`config.mk`:
```
export PLATFORM = sky130hd
export DESIGN_NAME = panel_row_receiver
export DESIGN_NICKNAME = d
export VERILOG_FILES = /design/src/rtl/panel_row_receiver.sv
export SDC_FILE = /design/constraint.sdc
export NUM_CORES = 1
export LEC_CHECK = 0
export ABC_AREA = 1
export CAP_MARGIN = 40
export CORE_AREA = 3 3 95 97
export CTS_CLUSTER_SIZE = 24
export DETAILED_ROUTE_END_ITERATION = 7
export DIE_AREA = 0 0 98 100
export GPL_TIMING_DRIVEN = 0
export PLACE_DENSITY = 0.95
export SETUP_SLACK_MARGIN = 0.3
export SLEW_MARGIN = 20
export SYNTH_ARGS = -nofsm -noshare
export SYNTH_HDL_FRONTEND = slang
export SYNTH_SLANG_ARGS = --single-unit
```
`constraint.sdc`:
```
create_clock -name clk -period 1.6 [get_ports clk]
set_input_delay 0.32 -clock clk [delete_from_list [all_inputs] [get_ports clk]]
set_output_delay 0.32 -clock clk [all_outputs]
set_load 0.05 [all_outputs]
```
`src/rtl/panel_row_receiver.sv`:
```
// rtl/panel_row_receiver.sv - panel LED row deserializer, latches and row sequencer
// Optional framing check: define PANEL_RX_FRAME_CHECK_EN.
module panel_row_receiver #(
    parameter int WIDTH = 16,
    parameter int ROWS  = 16,
    localparam int RW   = (ROWS > 1) ? $clog2(ROWS) : 1
) (
    input  logic             clk,
    input  logic             reset,
    input  logic             shift,
    input  logic             load_led_vals,
    input  logic             load_brightness,
    input  logic             serial_in_red,
    input  logic             serial_in_green,
    input  logic             serial_in_blue,
    output logic [WIDTH-1:0] led_red,
    output logic [WIDTH-1:0] led_green,
    output logic [WIDTH-1:0] led_blue,
    output logic [7:0]       bright_red,
    output logic [7:0]       bright_green,
    output logic [7:0]       bright_blue,
    output logic [RW-1:0]    row_index,
    output logic             row_valid,
    output logic             frame_done,
    output logic             frame_error
);

    localparam logic [RW-1:0] LAST_ROW = RW'(ROWS - 1);

    logic [WIDTH-1:0] sr_red;
    logic [WIDTH-1:0] sr_green;
    logic [WIDTH-1:0] sr_blue;
    logic [RW-1:0]    row_cnt;

    // Loads sample the pre-edge shift register, so a same-cycle shift
    // bit becomes the first bit of the following word.
    always_ff @(posedge clk) begin
        if (reset) begin
            sr_red       <= '0;
            sr_green     <= '0;
            sr_blue      <= '0;
            led_red      <= '0;
            led_green    <= '0;
            led_blue     <= '0;
            bright_red   <= '0;
            bright_green <= '0;
            bright_blue  <= '0;
            row_index    <= '0;
            row_cnt      <= '0;
            row_valid    <= 1'b0;
            frame_done   <= 1'b0;
        end else begin
            if (shift) begin
                sr_red   <= {sr_red[WIDTH-2:0], serial_in_red};
                sr_green <= {sr_green[WIDTH-2:0], serial_in_green};
                sr_blue  <= {sr_blue[WIDTH-2:0], serial_in_blue};
            end
            if (load_led_vals) begin
                led_red   <= sr_red;
                led_green <= sr_green;
                led_blue  <= sr_blue;
                row_index <= row_cnt;
                row_cnt   <= (row_cnt == LAST_ROW) ? '0 : row_cnt + 1'b1;
            end
            if (load_brightness) begin
                bright_red   <= sr_red[7:0];
                bright_green <= sr_green[7:0];
                bright_blue  <= sr_blue[7:0];
            end
            row_valid  <= load_led_vals;
            frame_done <= load_led_vals && (row_cnt == LAST_ROW);
        end
    end

`ifdef PANEL_RX_FRAME_CHECK_EN
    localparam int CW = $clog2(WIDTH + 2);
    localparam logic [CW-1:0] CNT_SAT  = CW'(WIDTH + 1);
    localparam logic [CW-1:0] CNT_WORD = CW'(WIDTH);
    localparam logic [CW-1:0] CNT_BYTE = CW'(8);

    logic [CW-1:0] shift_cnt;

    always_ff @(posedge clk) begin
        if (reset) begin
            shift_cnt   <= '0;
            frame_error <= 1'b0;
        end else begin
            if (load_led_vals || load_brightness) begin
                shift_cnt <= shift ? CW'(1) : '0;
            end else if (shift && shift_cnt != CNT_SAT) begin
                shift_cnt <= shift_cnt + 1'b1;
            end
            if ((load_led_vals && shift_cnt != CNT_WORD) ||
                (load_brightness && shift_cnt < CNT_BYTE)) begin
                frame_error <= 1'b1;
            end
        end
    end
`else
    assign frame_error = 1'b0;
`endif

endmodule

```
==> flow_metrics.env <==
export IMPL_status="completed"
export IMPL_fin_crit_sh_pct=86.4
export IMPL_gp_congestion=0.879
export IMPL_clk_path_buf_depth=2
export IMPL_vias_per_cell=5.73
export IMPL_placed_area_mm2=0.00549
export IMPL_rows=33
export IMPL_crit_chain="buf_8"
export IMPL_die_h_um=100
export IMPL_syn_to_final_growth_pct=47.1
export IMPL_fill_cells=434
export IMPL_worstHoldPathType="in2reg"
export IMPL_syn_nets=578
export IMPL_rsz0062_at_grt="true"
export IMPL_wl_mm=14.6
export IMPL_max_vdd_ir_drop_v=0.000799
export IMPL_fp_dieW_um=98
export IMPL_end_kind="primary output"
export IMPL_drive_gt1_share_pct=34.4
export IMPL_cts_tree="done"
export IMPL_cp_arrival_ns=1.06
export IMPL_power_leakage_nw=2.94
export IMPL_path_buf_inv=1
export IMPL_placement_io_buffers=83
export IMPL_finalClockSkew_ns=0.00617
export IMPL_grt_max_degree=17
export IMPL_path_class="reg2out"
export IMPL_fin_ws_ns=0.217
export IMPL_synth_top_family_by_area="simple AND/OR/NAND/NOR gates"
export IMPL_maxCapViolations=0
export IMPL_drt_antenna_violating_nets=0
export IMPL_num_vias=4579
export IMPL_finalHoldViolations=0
export IMPL_track_usage_pct=29.8
export IMPL_synth_xor_area_share_pct=0
export IMPL_design_die_area_mm2=0.00980
export IMPL_diodes=0
export IMPL_clkTransAtPathRegs_ns=0.06
export IMPL_slowest_delay_ns=0.38
export IMPL_syn_cell_area_mm2=0.00453
export IMPL_wl_per_cell_um=18.2
export IMPL_ys_seq_elements=130
export IMPL_multi_input_area_mm2=0.00168
export IMPL_drt_pass1_iter_count=6
export IMPL_startpoint_type="flip-flop"
export IMPL_syn_area_per_cell_um2=7.96
export IMPL_seq_area_mm2=0.00270
export IMPL_synth_warnings=0
export IMPL_worstPathMaxFanout=2
export IMPL_synthAdderAreaFrac_pct=0.276
export IMPL_yosysSeqAreaShare_pct=57.4
export IMPL_yosys_area_share_simple_pct=22.5
export IMPL_fin_util_pct=81.1
export IMPL_critical_path_top_delay_family="flip-flops"
export IMPL_maxSlewViolCount=0
export IMPL_cts_root_buffer="clkbuf_8"
export IMPL_gr_total_overflow=0
export IMPL_dpl_worst_slack_ns=-0.193
export IMPL_synth_compound_area_share_pct=14.1
export IMPL_finalSetupViolations=0
export IMPL_max_clock_freq_mhz=723
export IMPL_clock_latency_ns=0.53
export IMPL_reg2reg_setup_slack_ns=0.49
export IMPL_final_common_cell="nor2_1"
export IMPL_core_area_mm2=0.00822
export IMPL_synthMuxAreaShare_pct=0
export IMPL_crit_required_ns=1.28
export IMPL_antenna_found_initial=0
export IMPL_h_tree_depth=4
export IMPL_start_util_pct=55.2
export IMPL_synthCells=569
export IMPL_finalNetCount=690
export IMPL_yosysUniqueCellTypes=20
export IMPL_dr_first_iter_drc_count=599
export IMPL_drc=0
export IMPL_crit_path_top_delay_cell="dfxtp_2"
export IMPL_ios=87
export IMPL_cts_sinks=130
export IMPL_dp_hpwl_mm=7.90
export IMPL_power_mw=9.04
export IMPL_power_density_mw_per_mm2=1360
export IMPL_min_period_ns=1.38
export IMPL_numCtsBuffers=17
export IMPL_fin_area_mm2=0.00667
export IMPL_final_cell_mix="243 x nor2_1, 122 x o21ai_0, 78 x dfxtp_2"
export IMPL_grt_pass1_wl_mm=23.0
export IMPL_first_global_vias=4620
export IMPL_holdWs_ns=0.122
through the flow:
step | setup TNS (ns) | cells
4_1_cts | 0 | 794
3_3_place_gp | -2.66 | 757
6_report | 0 | 799
2_1_floorplan | 0 | 569
5_1_grt | 0 | 799
3_5_place_dp | -4.44 | 757
logic make-up after synthesis:
kind of cell,after synthesis
buffers and inverters,45
AND/OR/NAND/NOR,264
flip-flops,130
other,1
adder cells (fa/ha/maj),1
AO/OA/AOI/OAI,128
metal layers:
layer / vias up / wire length (um) / global-route usage, %
met2: 290 / 7060 / 49.8
li1: 2047 / - / -
met3: 84 / 1140 / 7.23
met5: - / 0 / 0
met4: 0 / 866 / 22.2
met1: 2158 / 5490 / 32.9
path summary, 6_finish.rpt:
kind	from	endpoint	cells past startpoint
worst min-delay path	shift	sr_blue[1]$_SDFFE_PP0P_	3
worst max-delay path	bright_red[5]$_SDFFE_PP0P_	bright_red[5]	1
worst min register to register	sr_blue[11]$_SDFFE_PP0P_	led_blue[11]$_SDFFE_PP0P_	2
worst max register to register	row_cnt[1]$_SDFFE_PP0P_	row_cnt[0]$_SDFFE_PP0P_	4
repair_timing:
item / CTS / global route
buffers inserted: 5 / 5
hold buffers: 0 / 0
gates cloned: 0 / 0
setup endpoints to repair: 79 / 112
resized for setup: 684 / 27
state kept, by name (all words and copies together), names as in the netlist, 8 cells and up:
register,flops
bright_blue,8
bright_green,8
bright_red,8
led_blue,16
led_green,16
led_red,16
sr_blue,16
sr_green,16
sr_red,16
synthesized netlist by cell type:
master,number,share of area (%)
clkbuf_4,3,0.50
inv_2,1,0.083
buf_8,1,0.33
inv_1,3,0.25
nor2_1,243,20
dfxtp_1,130,57
nand2_1,8,0.66
a21oi_1,5,0.55
clkbuf_1,13,1.1
conb_1,1,0.083
nor2_2,10,1.4
ha_1,1,0.28
clkbuf_2,3,0.33
inv_4,2,0.28
nand3_1,3,0.33
buf_2,12,1.3
buf_4,4,0.66
o21ai_0,122,13
o21ai_1,1,0.11
buf_6,3,0.75
power by group:
part | internal [mW] | switching [mW]
Combinational | 0.504 | 0.842
Sequential | 3.47 | 0.200
Clock | 2.61 | 1.42
area by class of cell:
type / instances / area share, %
clock buffer: 23 / 6.85
timing repair buffer: 93 / 19.3
buffer: 39 / 3.49
tap: 105 / 1.97
clock inverter: 9 / 2.31
multi-input combinational: 394 / 25.2
sequential: 130 / 40.5
inverter: 6 / 0.451
(Power assumes the default switching activity.)
